$ cat src/rtl/fetch_seq_pkg.sv
// ---------------------------------------------------------------------------
// fetch_seq_pkg
// Shared types and default sizes for the fetch sequencer slice.
//   seq_state_e : run-controller states (IDLE, LOAD, RUN, DONE, FAULT)
//   br_op_e     : decoded branch-type encoding carried on BrOp
//   DEFAULT_*   : default program-counter, counter and watchdog sizes
// ---------------------------------------------------------------------------
package fetch_seq_pkg;

    localparam int DEFAULT_PW         = 10;
    localparam int DEFAULT_CW         = 16;
    localparam int DEFAULT_MAX_CYCLES = 1023;

    typedef enum logic [2:0] {
        IDLE  = 3'd0,
        LOAD  = 3'd1,
        RUN   = 3'd2,
        DONE  = 3'd3,
        FAULT = 3'd4
    } seq_state_e;

    typedef enum logic [1:0] {
        BR_NONE       = 2'b00,
        BR_ABS        = 2'b01,
        BR_REL_COND   = 2'b10,
        BR_REL_UNCOND = 2'b11
    } br_op_e;

endpackage

$ cat src/rtl/run_watchdog.sv
// ---------------------------------------------------------------------------
// run_watchdog
// Cycle counter that limits how long a program may stay in RUN.
//   clk, rst : clock and asynchronous active-high reset
//   clr      : synchronous clear (takes priority over en)
//   en       : count this cycle
//   tc       : count has reached MAX_CYCLES-1
// The counter saturates at all-ones so it can never wrap back under the
// terminal value.
// ---------------------------------------------------------------------------
module run_watchdog #(
    parameter int CW         = 16,
    parameter int MAX_CYCLES = 1023
) (
    input  logic clk,
    input  logic rst,
    input  logic clr,
    input  logic en,
    output logic tc
);

    localparam logic [CW-1:0] TC_VALUE = CW'(MAX_CYCLES - 1);

    logic [CW-1:0] count_q;
    logic [CW-1:0] count_d;

    // Next count: clear wins, otherwise step while enabled and not saturated.
    always_comb begin
        count_d = count_q;
        if (clr) begin
            count_d = '0;
        end else if (en && (count_q != '1)) begin
            count_d = count_q + 1'b1;
        end
    end

    // Count register.
    always_ff @(posedge clk or posedge rst) begin
        if (rst) begin
            count_q <= '0;
        end else begin
            count_q <= count_d;
        end
    end

    assign tc = (count_q == TC_VALUE);

endmodule

$ cat src/rtl/fetch_sequencer.sv
// ---------------------------------------------------------------------------
// fetch_sequencer
// Program-run controller for the instruction fetch unit. Turns a Start
// request into a one-cycle FetchStart, gates decoded branches onto the
// fetch-unit controls, inserts a one-cycle Flush bubble after each taken
// branch and ends the run on Halt (Done) or watchdog expiry (Timeout).
//
// Ports:
//   Clk, Reset   : clock, asynchronous active-high reset
//   Start        : run request, honoured in IDLE/DONE/FAULT
//   Halt         : decoded halt at the current PC
//   BrOp         : branch type (see br_op_e)
//   CondFlag     : ALU condition for relative-conditional branches
//   BrOffset     : absolute target or relative offset
//   FetchStart   : fetch-unit start (PC <- 0), one cycle in LOAD
//   BranchAbs    : fetch-unit absolute branch
//   BranchRelEn  : fetch-unit relative branch enable
//   ALU_flag     : fetch-unit relative-branch qualifier
//   Target       : fetch-unit target/offset
//   Flush        : current instruction is a bubble
//   Running      : state is RUN
//   Done         : sticky normal completion
//   Timeout      : sticky watchdog fault
//   RetireCnt    : retired (non-flushed) RUN instructions
//
// Optional feature macro: RETIRE_COUNT_EN
//   defined   -> RetireCnt counts active RUN cycles (saturating)
//   undefined -> RetireCnt is tied to 0
// ---------------------------------------------------------------------------
module fetch_sequencer
    import fetch_seq_pkg::*;
#(
    parameter int PW         = DEFAULT_PW,
    parameter int MAX_CYCLES = DEFAULT_MAX_CYCLES,
    parameter int CW         = DEFAULT_CW
) (
    input  logic          Clk,
    input  logic          Reset,
    input  logic          Start,
    input  logic          Halt,
    input  logic [1:0]    BrOp,
    input  logic          CondFlag,
    input  logic [PW-1:0] BrOffset,
    output logic          FetchStart,
    output logic          BranchAbs,
    output logic          BranchRelEn,
    output logic          ALU_flag,
    output logic [PW-1:0] Target,
    output logic          Flush,
    output logic          Running,
    output logic          Done,
    output logic          Timeout,
    output logic [CW-1:0] RetireCnt
);

    seq_state_e state_q, state_d;
    logic       flush_q, flush_d;
    logic       done_q, done_d;
    logic       timeout_q, timeout_d;

    logic       active;
    logic       taken;
    logic       wd_clr;
    logic       wd_en;
    logic       wd_tc;

    // A flushed slot is never an active instruction, so it can neither
    // branch nor halt; this is also what keeps Flush from chaining.
    assign active = (state_q == RUN) && !flush_q;

    // Branch gating. Halt on the same active instruction suppresses the
    // branch entirely.
    always_comb begin
        BranchAbs   = 1'b0;
        BranchRelEn = 1'b0;
        ALU_flag    = 1'b0;
        Target      = '0;
        if (active && !Halt) begin
            case (br_op_e'(BrOp))
                BR_ABS: begin
                    BranchAbs = 1'b1;
                    Target    = BrOffset;
                end
                BR_REL_COND: begin
                    BranchRelEn = 1'b1;
                    ALU_flag    = CondFlag;
                    Target      = BrOffset;
                end
                BR_REL_UNCOND: begin
                    BranchRelEn = 1'b1;
                    ALU_flag    = 1'b1;
                    Target      = BrOffset;
                end
                default: ;
            endcase
        end
    end

    assign taken = BranchAbs | (BranchRelEn & ALU_flag);

    // Next-state logic. Halt is checked before the watchdog so a halt in
    // the terminal cycle still completes normally.
    always_comb begin
        state_d   = state_q;
        done_d    = done_q;
        timeout_d = timeout_q;
        wd_clr    = 1'b0;
        case (state_q)
            IDLE, DONE, FAULT: begin
                if (Start) begin
                    state_d   = LOAD;
                    done_d    = 1'b0;
                    timeout_d = 1'b0;
                    wd_clr    = 1'b1;
                end
            end
            LOAD: begin
                state_d = RUN;
            end
            RUN: begin
                if (active && Halt) begin
                    state_d = DONE;
                    done_d  = 1'b1;
                end else if (wd_tc) begin
                    state_d   = FAULT;
                    timeout_d = 1'b1;
                end
            end
            default: begin
                state_d = IDLE;
            end
        endcase
        // A bubble only matters if the run continues into the next cycle.
        flush_d = taken && (state_d == RUN);
    end

    // State, Flush and sticky status registers.
    always_ff @(posedge Clk or posedge Reset) begin
        if (Reset) begin
            state_q   <= IDLE;
            flush_q   <= 1'b0;
            done_q    <= 1'b0;
            timeout_q <= 1'b0;
        end else begin
            state_q   <= state_d;
            flush_q   <= flush_d;
            done_q    <= done_d;
            timeout_q <= timeout_d;
        end
    end

    // The watchdog counts every RUN cycle, flushed or not.
    assign wd_en = (state_q == RUN);

    run_watchdog #(
        .CW         (CW),
        .MAX_CYCLES (MAX_CYCLES)
    ) u_run_watchdog (
        .clk (Clk),
        .rst (Reset),
        .clr (wd_clr),
        .en  (wd_en),
        .tc  (wd_tc)
    );

`ifdef RETIRE_COUNT_EN
    logic [CW-1:0] retire_cnt_q;
    logic [CW-1:0] retire_cnt_d;

    // Retired-instruction count: cleared on the Start edge, saturating,
    // and naturally held outside RUN because only active cycles step it.
    always_comb begin
        retire_cnt_d = retire_cnt_q;
        if (wd_clr) begin
            retire_cnt_d = '0;
        end else if (active && (retire_cnt_q != '1)) begin
            retire_cnt_d = retire_cnt_q + 1'b1;
        end
    end

    always_ff @(posedge Clk or posedge Reset) begin
        if (Reset) begin
            retire_cnt_q <= '0;
        end else begin
            retire_cnt_q <= retire_cnt_d;
        end
    end

    assign RetireCnt = retire_cnt_q;
`else
    assign RetireCnt = '0;
`endif

    assign FetchStart = (state_q == LOAD);
    assign Running    = (state_q == RUN);
    assign Flush      = flush_q;
    assign Done       = done_q;
    assign Timeout    = timeout_q;

endmodule

$ cat config.mk
export PLATFORM = sky130hd
export DESIGN_NAME = fetch_sequencer
export DESIGN_NICKNAME = d
export VERILOG_FILES = /design/src/rtl/fetch_seq_pkg.sv /design/src/rtl/run_watchdog.sv /design/src/rtl/fetch_sequencer.sv
export SDC_FILE = /design/constraint.sdc
export NUM_CORES = 1
export LEC_CHECK = 0
export ABC_CLOCK_PERIOD_IN_PS = 2960
export BUFFER_PORTS_ARGS = -buffer_cell sky130_fd_sc_hd__buf_2
export CAP_MARGIN = 25
export CORE_ASPECT_RATIO = 2
export CORE_MARGIN = 2
export CORE_UTILIZATION = 35
export DETAILED_ROUTE_END_ITERATION = 8
export SLEW_MARGIN = 20
export SYNTH_ARGS = -nofsm -noshare
export SYNTH_HDL_FRONTEND = slang
export SYNTH_HIERARCHICAL = 1
export SYNTH_SLANG_ARGS = --single-unit
export TNS_END_PERCENT = 20
$ cat constraint.sdc
create_clock -name Clk -period 2.96 [get_ports Clk]
set_clock_uncertainty 0.05 [all_clocks]
set_input_delay 0.888 -clock Clk [delete_from_list [all_inputs] [get_ports Clk]]
set_output_delay 0.888 -clock Clk [all_outputs]
set_load 0.005 [all_outputs]
# ---- Word-level counts from Yosys, hierarchy flattened
# Cells that the tools add are included.
dict set report op_classes {
  add_sub_neg 1
  n_eq_ne 14
  muxes 22
  bitwise_logic 2
  n_reduce_logical 15
}
# cell count
set op_table {}
lappend op_table {{2-to-1 mux 16 bit} 2}
lappend op_table {{2-to-1 mux 10 bit} 2}
lappend op_table {{adder 16 x 1 -> 16 bit (second input constant)} 1}
lappend op_table {{== test 16 x 10 -> 1 bit (second input constant)} 1}
lappend op_table {{!= test 16 bit (second input constant)} 1}
lappend op_table {{2-to-1 mux 1 bit} 11}
lappend op_table {{== test 3 x 2 -> 1 bit (second input constant)} 3}
lappend op_table {{2-to-1 mux 3 bit} 3}
lappend op_table {{one-hot mux 3 bit (3 select lines)} 1}
lappend op_table {{!= test 2 bit (second input constant)} 4}
lappend op_table {{one-hot mux 1 bit (2 select lines)} 3}
lappend op_table {{OR reduction 3 bit} 2}
lappend op_table {{logical AND 1 bit} 5}
lappend op_table {{== test 2 bit (second input constant)} 2}
lappend op_table {{AND reduction 4 bit} 1}
lappend op_table {{nonzero test 2 bit} 2}
lappend op_table {{== test 3 x 1 -> 1 bit (second input constant)} 1}
lappend op_table {{== test 3 bit (second input constant)} 1}
lappend op_table {{zero test 3 bit} 1}
lappend op_table {{AND reduction 3 bit} 1}
lappend op_table {{== test 2 x 1 -> 1 bit (second input constant)} 1}
lappend op_table {{zero test 1 bit} 2}
lappend op_table {{OR reduction 2 bit} 1}
lappend op_table {{AND 1 bit} 1}
lappend op_table {{bitwise OR 1 bit} 1}
dict set report totals {
  ff_bits 22
  input_bits 17
  elab_cells 59
}

# ---- Logic depth before layout (Yosys ltp)
dict set report depth {
  depth_word 7
  mapped_depth 6
  mapped_depth_nobuf 6
}

# ---- By module
# The synthesis kept the hierarchy.
# module n_inst cells_each area_per_inst_um2 seq_area_each_um2
set modules_own_cells {}
lappend modules_own_cells {run_watchdog 1 106 1012.2 400.4}
lappend modules_own_cells {fetch_sequencer 1 65 559.3 150.1}

# ---- Worst setup path before layout
# Ideal clock, no wire load.
dict set report synth_timing {
  path_type {input to output}
  start {in Halt}
  end {out BranchAbs}
  t_arrival_ps 1459
  path_slack_ps 563
  stages 2
  path_cell_list {or3_4 > nor3b_2}
}
dict set report synth_between {
  elab_chain_cells 3
}
# element line
set synth_rtl {}
lappend synth_rtl {{start, declared} fetch_sequencer.sv:40} ;# input logic Halt,
lappend synth_rtl {{zero test 1 bit} fetch_sequencer.sv:78} ;# if (active && !Halt) begin
lappend synth_rtl {{logical AND 1 bit} fetch_sequencer.sv:78}
lappend synth_rtl {{2-to-1 mux 1 bit} fetch_sequencer.sv:78}
lappend synth_rtl {{end, declared} fetch_sequencer.sv:45} ;# output logic BranchAbs,
# No other way between the ends.

# ---- Worst setup path in the final report
dict set report layout_timing {
  start {reg state_q[0]}
  end {out Target[9]}
}
dict set report layout_between {
  elab_chain_cells 4
}
# element line
set layout_rtl {}
lappend layout_rtl {{start, declared} fetch_sequencer.sv:56} ;# seq_state_e state_q, state_d;
lappend layout_rtl {{start signal, assigned} fetch_sequencer.sv:145} ;# state_q <= state_d;
lappend layout_rtl {{== test 3 x 2 -> 1 bit} fetch_sequencer.sv:69} ;# assign active = (state_q == RUN) && !flush_q;
lappend layout_rtl {{logical AND 1 bit} fetch_sequencer.sv:69}
lappend layout_rtl {{logical AND 1 bit} fetch_sequencer.sv:78}
lappend layout_rtl {{2-to-1 mux 10 bit} fetch_sequencer.sv:78}
lappend layout_rtl {{end, declared} fetch_sequencer.sv:48} ;# output logic [PW-1:0] Target,
# No other way between the ends.

==> run_summary.xml <==
<?xml version="1.0" encoding="UTF-8"?>
<metrics>
  <group name="status">
    <metric name="status" unit="">finished, final reports clean</metric>
  </group>
  <group name="routing">
    <metric name="routedWlPerCell" unit="µm">14.3</metric>
    <metric name="drtPass1Iterations" unit="">4</metric>
    <metric name="via_count" unit="">1372</metric>
    <metric name="drt.antenna.violating_nets" unit="">0</metric>
    <metric name="route.final.wire_length" unit="µm">3730</metric>
    <metric name="viasPerCell" unit="">5.28</metric>
    <metric name="route.detailed.drc" unit="">0</metric>
    <metric name="drt_iter0_markers" unit="">21</metric>
  </group>
  <group name="yosys">
    <metric name="synthTopCellsByArea" unit="">dfrtp_1 (35%), buf_4 (7.6%), a21oi_1 (5.4%)</metric>
    <metric name="netlist.area_leader.share" unit="%">35.0</metric>
    <metric name="post_synth_num_cell_types" unit="">47</metric>
    <metric name="synthesis.yosys.warnings" unit="">6</metric>
    <metric name="post-synth-top-area-cell" unit="">dfrtp_1</metric>
    <metric name="ys_ff_latch" unit="">22</metric>
    <metric name="yosys_most_used_dff" unit="">dfrtp_1</metric>
    <metric name="syn_area" unit="µm²">1570</metric>
    <metric name="ys_async_rst_share" unit="%">100</metric>
    <metric name="sequential_cell_area_fraction_in_the_yosys_report" unit="%">35.0</metric>
    <metric name="avg_inst_size_synth" unit="µm²">9.19</metric>
    <metric name="synth-edff-count" unit="">0</metric>
    <metric name="postSynthCellCount" unit="">171</metric>
  </group>
  <group name="sta">
    <metric name="final-setup-viol-count" unit="">0</metric>
    <metric name="timing_worst_slew_pin_value" unit="ps">662</metric>
    <metric name="finalMaxSlewViolations" unit="">0</metric>
    <metric name="slew-limit-headroom" unit="%">55.8</metric>
    <metric name="fmax" unit="MHz">357</metric>
    <metric name="post-route-period-util" unit="%">94.6</metric>
    <metric name="number_of_endpoints_with_negative_hold_slack_in_the_final_report" unit="">0</metric>
    <metric name="setup_total_negative_slack" unit="ps">0</metric>
    <metric name="final_period_minus_worst_setup_slack" unit="ps">2800</metric>
    <metric name="grt_setup_unrepaired" unit="">no</metric>
  </group>
  <group name="cts">
    <metric name="cts_inserted_buffers" unit="">3</metric>
    <metric name="post_cts_buffers" unit="">0</metric>
    <metric name="cts.clk_slew.worst_paths" unit="ps">80</metric>
    <metric name="clock_sink_count" unit="">22</metric>
    <metric name="cts_hold_buf" unit="">0</metric>
    <metric name="clockRootBuffer" unit="">clkbuf_8</metric>
    <metric name="cts_buffer_depth" unit="">2</metric>
    <metric name="tritoncts" unit="">built</metric>
    <metric name="clk-insertion-delay-late" unit="ps">270</metric>
    <metric name="cts_max_level" unit="">1</metric>
    <metric name="ctsResizeCount" unit="">0</metric>
  </group>
  <group name="critical_path">
    <metric name="crit-reg2reg-capture" unit="">u_run_watchdog/count_q[11]</metric>
    <metric name="worst_r2r_startpoint" unit="">state_q[0]</metric>
    <metric name="cpPeakStageDelay" unit="ps">460</metric>
    <metric name="setup.worst_path.end" unit="">Target[9]</metric>
    <metric name="startpoint_to_endpoint_class_of_the_critical_path" unit="">reg2out</metric>
    <metric name="timing.reg2reg.worst_path_depth" unit="">6</metric>
    <metric name="setup.worst_path.start" unit="">state_q[0]</metric>
    <metric name="critical_path.max_fanout" unit="">10</metric>
    <metric name="critical-path-slowest-cell" unit="">or3b_4</metric>
    <metric name="worst_ep_required_time" unit="ps">2020</metric>
    <metric name="worst-r2r-setup-slack" unit="ps">650</metric>
    <metric name="critPathArrivalTime" unit="ps">1860</metric>
    <metric name="worst_setup_path_end_kind" unit="">output port</metric>
    <metric name="crit_path_cell_trace" unit="">or3b_4 -&gt; nor4_4 -&gt; and2_1 -&gt; buf_2</metric>
    <metric name="timing.critical_path.from_type" unit="">register</metric>
  </group>
  <group name="finish">
    <metric name="proportion_of_layout_cells_with_a_drive_suffix_above_1" unit="%">25.2</metric>
    <metric name="mostFrequentLayoutCell" unit="">buf_2</metric>
    <metric name="fill_cells" unit="">477</metric>
    <metric name="synthToLayoutAreaGrowth" unit="%">12.7</metric>
    <metric name="ff_latch_area" unit="µm²">551</metric>
    <metric name="final_nets" unit="">227</metric>
    <metric name="combined_area_of_the_multi_input_logic_cells" unit="µm²">893</metric>
    <metric name="final_design_area_no_fill" unit="µm²">1770</metric>
    <metric name="mostFrequentLayoutCells" unit="">buf_2 (34), dfrtp_1 (22), a21oi_1 (17)</metric>
    <metric name="num_antenna_cells" unit="">0</metric>
  </group>
  <group name="flow_run">
    <metric name="drv_cap" unit="">0</metric>
  </group>
  <group name="placement">
    <metric name="port_buffers" unit="">34</metric>
    <metric name="dpl.hpwl" unit="µm">2930</metric>
    <metric name="dpl-instance-area" unit="µm²">1730</metric>
    <metric name="gp_congestion" unit="">0.800</metric>
  </group>
  <group name="power_and_ir_drop">
    <metric name="leakage" unit="nW">0.813</metric>
    <metric name="powerDensity" unit="nW/µm²">521</metric>
    <metric name="vdd_drop_max" unit="mV">0.241</metric>
  </group>
  <group name="floorplanning">
    <metric name="effective_utilization_at_floorplan" unit="%">36.2</metric>
    <metric name="total_die_area" unit="µm²">5070</metric>
    <metric name="die-width" unit="µm">51.4</metric>
    <metric name="design.portCount" unit="">51</metric>
    <metric name="design.core.area" unit="µm²">4340</metric>
    <metric name="die_height" unit="µm">98.8</metric>
    <metric name="fp-row-count" unit="">34</metric>
  </group>
  <group name="global_route">
    <metric name="wire_length_of_the_first_global_routing_pass" unit="µm">6140</metric>
    <metric name="first_global_vias" unit="">1350</metric>
    <metric name="number_of_antenna_violations_at_the_first_check_in_global_routing" unit="">0</metric>
    <metric name="global_route.usage.total" unit="%">15.8</metric>
    <metric name="gr-total-overflow" unit="">0</metric>
    <metric name="grt_start_max_net_pins" unit="">17</metric>
  </group>
  <group name="worst_hold_path">
    <metric name="hold_path_depth" unit="">2</metric>
    <metric name="worst_hold_path_type" unit="">reg2reg</metric>
    <metric name="worstHoldStart" unit="">Done</metric>
  </group>
</metrics>
stage by stage:
stage	utilization (%)	hold slack [ps]	setup WS, ps	power (mW)	instances
detailed placement	39.9	446	236	0.738	257
finish	40.8	462	159	0.922	260
global route	40.8	485	33.7	0.986	260
floorplan	-	436	563	0.630	186
CTS	40.8	466	132	0.931	260
global placement	39.9	437	262	0.734	257
how the worst min path moves through the flow:
| stage | endpoint |
|---|---|
| after global placement | Done |
| final | Done |
| after CTS | Done |
| after global routing | Done |
| after floorplan | Done |
| after detailed placement | Done |
cells by family (layout without fill, tap and decap cells):
logic type	after synthesis	after routing	synth area share (%)
AO/OA/AOI/OAI	43	43	17.4
multiplexers	1	1	0.717
AND/OR/NAND/NOR	74	74	33.3
buffers and inverters	28	48	11.7
flip-flops	22	22	35.0
adder cells (fa/ha/maj)	2	2	1.59
other	1	16	0.239
cells in the mapped netlist, drive strengths merged (2+ instances only):
cell type   n
o41ai       3
a21oi      17
o21a        2
and2       13
or3         6
buf        17
nand4       6
dfrtp      22
o31ai       8
inv         9
or4         7
nand3       7
o21ai       7
nand2       7
ha          2
nor3        3
nor2b       4
nor3b       2
nor2        7
nor4        4
sequential cells by signal (all words and copies together) (netlist names):
| register | count |
|---|---|
| state_q | 3 |
| Done | 1 |
| Timeout | 1 |
| u_run_watchdog/count_q | 16 |
| Flush | 1 |
critical path: cells and delay by family, from the launching register on:
kind / cells / cell delay (ps)
DFF: 1 / 440
buffers and inverters: 1 / 110
and+or+nand+nor: 3 / 1050
layout make-up:
class                   instances  share of cell area, %
clock buffers                   3                   2.33
inverters                       9                   1.91
well taps                      54                   3.81
repair buffers                 36                   10.5
multi-input cells             136                   50.4
flip-flops and latches         22                   31.1
power by group:
group | internal, mW | total (mW) | switching [mW]
Combinational | 0.157 | 0.340 | 0.183
Clock | 0.0912 | 0.194 | 0.103
Sequential | 0.338 | 0.389 | 0.0508
metal layers:
layer	GRT usage (%)	part of all wire, %	up-vias
met5	0	0	-
met4	6.07	1.8	0
met3	1.52	4.7	7
met2	30.5	58	50
met1	16.5	36	639
li1	-	-	676
Note: power is estimated with default switching activity, not from simulation.
